File: config.mk
export PLATFORM = sky130hd
export DESIGN_NAME = decoder_flat
export DESIGN_NICKNAME = d
export VERILOG_FILES = /design/src/rtl/decoder_if.sv /design/src/rtl/decoder.sv /design/src/flat_wrapper.sv
export SDC_FILE = /design/constraint.sdc
export NUM_CORES = 1
export LEC_CHECK = 0
export CORE_MARGIN = 2
export CORE_UTILIZATION = 30
export DETAILED_ROUTE_END_ITERATION = 8
export GPL_ROUTABILITY_DRIVEN = 0
export GPL_TIMING_DRIVEN = 0
export PLACE_DENSITY = 0.61
export SYNTH_ARGS = -nofsm -noshare
export SYNTH_HDL_FRONTEND = slang
export SYNTH_SLANG_ARGS = --single-unit
export TNS_END_PERCENT = 50
File: constraint.sdc
create_clock -name clk -period 1.72 [get_ports clk]
set_input_delay 0.258 -clock clk [delete_from_list [all_inputs] [get_ports clk]]
set_output_delay 0.258 -clock clk [all_outputs]
set_load 0.005 [all_outputs]
File: src/rtl/decoder_if.sv
// Request/result bundle for the Hamming decoder. The err_flag signal is present
// only when DECODER_ERR_FLAG_EN is defined.
interface decoder_if;
  logic        in_valid;
  logic [31:0] data_in;
  logic        out_valid;
  logic [31:0] data_out;
  logic [4:0]  do_XOR;
  logic [4:0]  M;
`ifdef DECODER_ERR_FLAG_EN
  logic        err_flag;
`endif

  modport master (
    output in_valid, data_in,
`ifdef DECODER_ERR_FLAG_EN
    input  err_flag,
`endif
    input  out_valid, data_out, do_XOR, M
  );

  modport slave (
    input  in_valid, data_in,
`ifdef DECODER_ERR_FLAG_EN
    output err_flag,
`endif
    output out_valid, data_out, do_XOR, M
  );
endinterface

File: src/rtl/decoder.sv
// Single-error-correcting Hamming decoder over codeword bits [30:0], one-cycle latency.
// Optional registered err_flag output is enabled with DECODER_ERR_FLAG_EN.
module decoder (
  input  logic      clk,
  input  logic      rst_n,
  decoder_if.slave  bus
);

  logic [4:0]  syn_d;
  logic [4:0]  len_d;
  logic [31:0] data_d;

  logic        valid_q;
  logic [31:0] data_q;
  logic [4:0]  syn_q;
  logic [4:0]  len_q;

  always_comb begin
    syn_d = 5'd0;
    len_d = 5'd0;
    for (int p = 1; p < 32; p++) begin
      if (bus.data_in[p-1]) begin
        syn_d = syn_d ^ 5'(p);
        len_d = 5'(p);
      end
    end
  end

  // A syndrome beyond the codeword length cannot name a real bit, so leave the word alone.
  always_comb begin
    data_d = bus.data_in;
    if (syn_d != 5'd0 && syn_d <= len_d) begin
      data_d[syn_d - 5'd1] = ~bus.data_in[syn_d - 5'd1];
    end
  end

  always_ff @(posedge clk or negedge rst_n) begin
    if (!rst_n) begin
      valid_q <= 1'b0;
      data_q  <= 32'd0;
      syn_q   <= 5'd0;
      len_q   <= 5'd0;
    end else begin
      valid_q <= bus.in_valid;
      if (bus.in_valid) begin
        data_q <= data_d;
        syn_q  <= syn_d;
        len_q  <= len_d;
      end
    end
  end

`ifdef DECODER_ERR_FLAG_EN
  logic err_q;

  always_ff @(posedge clk or negedge rst_n) begin
    if (!rst_n) begin
      err_q <= 1'b0;
    end else if (bus.in_valid) begin
      err_q <= (syn_d != 5'd0);
    end
  end

  assign bus.err_flag = err_q;
`endif

  assign bus.out_valid = valid_q;
  assign bus.data_out  = data_q;
  assign bus.do_XOR    = syn_q;
  assign bus.M         = len_q;

endmodule

File: src/flat_wrapper.sv
// flat-port wrapper written by rule: the top's interface ports become plain ports
module decoder_flat 
  (clk, rst_n, bus_in_valid, bus_data_in, bus_out_valid, bus_data_out, bus_do_XOR, bus_M);
  decoder_if bus_i ();
  input  logic clk;
  input  logic rst_n;
  input wire logic [$bits(bus_i.in_valid)-1:0] bus_in_valid;
  input wire logic [$bits(bus_i.data_in)-1:0] bus_data_in;
  output wire logic [$bits(bus_i.out_valid)-1:0] bus_out_valid;
  output wire logic [$bits(bus_i.data_out)-1:0] bus_data_out;
  output wire logic [$bits(bus_i.do_XOR)-1:0] bus_do_XOR;
  output wire logic [$bits(bus_i.M)-1:0] bus_M;
  assign bus_i.in_valid = bus_in_valid;
  assign bus_i.data_in = bus_data_in;
  assign bus_out_valid = bus_i.out_valid;
  assign bus_data_out = bus_i.data_out;
  assign bus_do_XOR = bus_i.do_XOR;
  assign bus_M = bus_i.M;
  decoder u_core (.clk(clk), .rst_n(rst_n), .bus(bus_i));
endmodule
==> flow_summary.ini, run 1 <==
[timing]
max_freq_mhz = 275
period_share = 2.11
setup_viol = 40
final.setup.tns_ns = -62.02
max_slew_margin = 0.409
holdWs_ns = 0.211
worstMarginPinSlew_ns = 0.878
setup_slack_ns = -1.92
fin_worst_skew_ns = 0
slew_violations = 0
finalHoldViolCount = 0
grt_setup_unrepaired = yes
period_needed_ns = 3.64

[logic_synthesis]
synth_edf_count = 0
synthCells = 424
yosysSeqAreaShare = 0.283
avgSynthCellArea_um2 = 8.98
ys_top_cells_by_area = dfrtp_1 28%, o221ai_2 11%, xnor2_1 6.7%
yosys.area.top_type = dfrtp_1
ys_seq_elements = 43
syn_area_um2 = 3810
yosysWarnings = 0
synth_fp_nets = 473
synth_most_common_cell = inv_1
synth_common_cells = 44 x inv_1, 43 x dfrtp_1, 43 x nand2_1, 32 x nand3_1, 29 x xnor2_1
netlist.area_leader.share = 0.283
synthArstFlopShare = 1.00
synth_flop_cell = dfrtp_1
ys_types = 46

[die]
ios = 78
chipWidth_um = 117
start_util = 0.304
die_y_um = 117
dieArea_um2 = 13600
rows = 41
core-area_um2 = 12500

[worst_setup_path]
required_ns = 1.86
criticalPathCategory = in2reg
critPathArrivalTime_ns = 3.78
cp_slowest_cell = and2_4
startpoint_type = primary input
critPathMaxStageDelay_ns = 0.32
cpLargestDelayFamily = simple AND/OR/NAND/NOR gates
path_buf_inv = 2
cp_max_fo = 8
cpMostUsedCell = nor3_1
crit_path_end_kind = flip-flop

[power]
netSwitchingPower_uw = 5220
power_frac_seq = 0.123
pwr-share-clk = 0.091
comb_power_share = 0.786
p_per_area_nw_per_um2 = 2120
internal_power_uw = 6570
swShare = 0.443
p_leak_uw = 0.00233
ir_drop_mv = 1.15

[routing]
vias = 3565
drc = 0
drt-wirelength-per-cell_um = 18.2
dr.pass1.iters = 4
vias_per_cell = 5.17
drtIter0Drc = 255
wirelength_um = 12500
antenna_left = 0

[cts]
ctsLongestPathBuffers = 2
cts-root-buf = clkbuf_16
cts_tree = done
clk_latency_ns = 0.28
cts_buffers = 5
path_clk_slew_ns = 0.06
cts.sinks = 43
htree_levels = 2

[place]
place.port_buffers = 64
place_area_um2 = 4730
dp_hpwl_um = 9070
place_ws_ns = -3.42
dp_cells = 661

[final_layout]
multi_input_area_um2 = 2830
seqCellArea_um2 = 1080
fin_nets = 566
design_area_um2 = 5570
n_antenna_cell = 0
stdcell_count = 689
layout-drive-gt1-share = 0.360
syn_to_final_growth_pct = 46.2
fillCellCount = 1233

[global_routing]
grt_pass1_vias = 3540
gr-total-overflow = 0
grt_pass1_wl_um = 19700
antenna_found_initial = 0
track_usage = 0.190
grt_max_degree = 27

[run_status]
violations = setup timing
outcome = finished, violations left

[job]
max-cap-violations = 0

[hold_path]
hold_path.class = in2reg
[registers in the layout (all words and copies together), names as in the netlist]
name                  cells
u_core.bus.do_XOR         5
u_core.bus.M              5
u_core.bus.data_out      32
u_core.bus.out_valid      1
[through the flow]
| stage | utilization | power [µW] |
|---|---|---|
| floorplan | - | 5980 |
| global placement | 0.376 | 7820 |
| detailed placement | 0.378 | 7930 |
| CTS | 0.440 | 11600 |
| global route | 0.445 | 12400 |
| finish | 0.445 | 11800 |
[power groups by stage]
stage	Sequential, µW	Clock, µW	Combinational (µW)
6_report	1450	1080	9260
5_1_grt	1480	1150	9810
4_1_cts	1450	1120	9040
3_5_place_dp	1470	0	6460
3_3_place_gp	1470	0	6350
2_1_floorplan	1490	0	4500
[cell families (layout without fill, tap and decap cells)]
family          after synthesis  after routing  share of synthesized area
xor+xnor                     48             48                      0.136
buf+inv                      78            171                     0.0861
compound gates               81             81                      0.200
simple gates                140            140                      0.175
mux                          20             20                     0.0746
flops                        43             43                      0.283
fa+ha+maj                    14             14                     0.0460
[placed cells by master (no fill, tap or decap), types with 5 or more instances in the layout]
master	n
dlygate4sd2_1	8
nor2b_1	9
a21oi_1	16
nand2_1	20
nor2_1	22
buf_2	8
mux4_2	6
nor4_1	5
mux2i_1	8
nand3_1	16
nand3_2	16
clkbuf_2	9
o21ai_0	7
clkbuf_1	9
xnor2_2	15
xor2_1	6
clkbuf_16	5
xnor2_1	16
ha_1	11
nand2_2	19
buf_4	20
inv_1	39
buf_12	5
nor3_1	6
o221ai_2	28
dfrtp_1	43
clkdlybuf4s50_1	47
[final cells by class]
cell class / instances / area share
inverter: 44 / 0.0324
tap: 172 / 0.0387
buffer: 29 / 0.0339
clock inverter: 1 / 0.00540
timing repair buffer: 91 / 0.164
multi-input combinational: 303 / 0.509
sequential: 43 / 0.193
clock buffer: 6 / 0.0232
[layer usage]
metal	track usage	up-vias	share of wire	wire length, µm
li1	-	1666	-	-
met1	0.256	1725	0.44	5540
met2	0.305	152	0.47	5880
met3	0.0348	22	0.062	772
met4	0.0698	0	0.026	323
met5	0	-	0	0
[worst paths after layout]
| check | slack [ns] | endpoint | start | depth (start not counted) |
|---|---|---|---|---|
| max reg2reg | 0.87 | u_core.bus.data_out[13] | u_core.bus.data_out[13] | 3 |
| min in group asynchronous | 0.45 | u_core.bus.data_out[5] | rst_n | 2 |
| min | 0.21 | u_core.bus.data_out[1] | bus_data_in[1] | 3 |
| max | -1.92 | u_core.bus.data_out[20] | bus_data_in[2] | 25 |
| min reg2reg | 0.51 | u_core.bus.do_XOR[3] | u_core.bus.do_XOR[3] | 1 |
| max in group asynchronous | 0.77 | u_core.bus.data_out[26] | rst_n | 3 |
[what timing repair did]
action | CTS | global route
cloned | 3 | 0
gates resized for setup | 149 | 11
endpoints found under the hold margin | 17 | 0
setup endpoints to repair | 42 | 42
pin swaps | 37 | 9
setup buffers | 20 | 2
hold buffers | 1 | 0
[worst min-delay path, stage by stage]
cell and delay (ns):
buf_8 0.09, nand3_2 0.06, o221ai_2 0.06
Power figures use the tool's default switching activity.
==> run 2: changes to the inputs <==
GPL_TIMING_DRIVEN = not set   (was 0)
==> flow_summary.ini, run 2 (synthesis gave the netlist of run 1 again) <==
[cts]
path_clk_slew_ns = 0.07
cts_tree = done
cts_buffers = 5
ctsLongestPathBuffers = 2
htree_levels = 2
cts.sinks = 43
clk_latency_ns = 0.28
cts-root-buf = clkbuf_16

[die]
rows = 41
core-area_um2 = 12500
dieArea_um2 = 13600
chipWidth_um = 117
die_y_um = 117
ios = 78
start_util = 0.304

[timing]
grt_setup_unrepaired = yes
max_slew_margin = 0.571
slew_violations = 0
period_needed_ns = 3.71
fin_worst_skew_ns = 0
worstMarginPinSlew_ns = 0.644
setup_viol = 40
period_share = 2.16
finalHoldViolCount = 0
setup_slack_ns = -1.99
max_freq_mhz = 270

[global_routing]
antenna_found_initial = 0
grt_pass1_vias = 4036
track_usage = 0.205
grt_max_degree = 41
gr-total-overflow = 0
grt_pass1_wl_um = 21300

[place]
dp_hpwl_um = 10100
place_area_um2 = 5630
place.port_buffers = 77

[routing]
drt-wirelength-per-cell_um = 18.3
vias_per_cell = 5.03
drc = 0
vias = 3968
antenna_left = 0
dr.pass1.iters = 7
drtIter0Drc = 301
wirelength_um = 14400

[worst_setup_path]
criticalPathCategory = in2reg
cp_max_fo = 7
required_ns = 1.86
startpoint_type = primary input
critPathArrivalTime_ns = 3.85
crit_path_end_kind = flip-flop

[power]
swShare = 0.436
pwr-share-clk = 0.071
internal_power_uw = 7800
power_frac_seq = 0.106
comb_power_share = 0.823
ir_drop_mv = 0.948
netSwitchingPower_uw = 6030
p_per_area_nw_per_um2 = 2060
p_leak_uw = 0.00313

[job]
max-cap-violations = 0

[run_status]
outcome = finished, violations left
violations = setup timing

[hold_path]
hold_path.class = in2async

[final_layout]
utilization = 0.537
fin_nets = 666
design_area_um2 = 6720
n_antenna_cell = 0
mostFrequentLayoutCells = 121 x buf_4, 52 x clkdlybuf4s50_1, 43 x dfrtp_1
syn_to_final_growth_pct = 76.6
layout_commonest_cell = buf_4
largest_reg_flops = 32
layout-drive-gt1-share = 0.504
[run 2: cell types whose count changed in the layout (fill, tap and decap cells not counted), sizes merged, moves of 2 or more]
cell	previous run	this run
dlygate4sd2	8	12
dlymetal6s2s	0	5
clkbuf	26	8
buf	40	144
clkdlybuf4s15	4	2
clkdlybuf4s50	47	52
[run 2: through the flow]
step	setup slack [ns]	TNS, ns	std cells	hold slack, ns	total power (µW)
detailed placement	-2.96	-102.04	760	0.0886	9570
floorplan	-1.96	-63.51	424	-0.0376	5980
finish	-1.99	-64.09	789	0.310	13800
global placement	-2.92	-100.73	760	0.0854	9400
CTS	-2.08	-68.80	781	0.314	12900
global route	-2.14	-70.77	789	0.332	14500
[run 2: worst max-delay path, cell delays in order]
cell and delay, ns:
dlygate4sd2_1 0.29, xnor2_1 0.14, buf_4 0.14, xnor2_2 0.14, xnor2_2 0.27, xor2_4 0.26
xor2_2 0.20, inv_2 0.07, ha_4 0.20, xnor2_4 0.16, buf_12 0.14, mux2i_1 0.12
mux4_2 0.49, mux2i_4 0.22, a2bb2oi_4 0.23, buf_6 0.15, bufbuf_16 0.26, o221ai_2 0.09
[run 2: timing repair]
item	4_1_cts	5_1_grt
hold endpoints to repair	4	0
endpoints found under the setup margin	42	42
hold buffers	1	0
buffers inserted	11	9
pin swaps	45	40
resized for setup	120	79
gates cloned	3	0
[run 2: power groups by stage]
stage	clock network (µW)	logic (µW)	registers, µW
floorplan	0	4500	1490
global placement	0	7920	1480
detailed placement	0	8080	1490
CTS	991	10400	1470
global route	1020	12000	1500
finish	976	11400	1470
[run 2: final timing paths]
check	cells past startpoint	from	to	slack [ns]
max	18	bus_data_in[25]	u_core.bus.data_out[31]	-1.99
min	2	rst_n	u_core.bus.data_out[3]	0.31
max reg2reg	3	u_core.bus.data_out[13]	u_core.bus.data_out[13]	0.85
min reg2reg	1	u_core.bus.do_XOR[2]	u_core.bus.do_XOR[2]	0.51
max in group asynchronous	3	rst_n	u_core.bus.data_out[26]	0.85
min in group clk	4	bus_data_in[1]	u_core.bus.data_out[1]	0.31
[run 2: area by class of cell]
type                       count  area, µm²
fill                        1076       5790
multi-input combinational    304       3120
timing repair buffer         219       1990
sequential                    43       1080
tap                          172        215
inverter                      44        178
clock buffer                   6        139
clock inverter                 1       5.00
[run 2: metal layers]
layer	up-vias	global-route usage	wire, µm
li1	1868	-	-
met1	1925	0.268	6080
met2	149	0.346	7120
met3	26	0.0368	905
met4	0	0.0667	328
met5	-	0	0
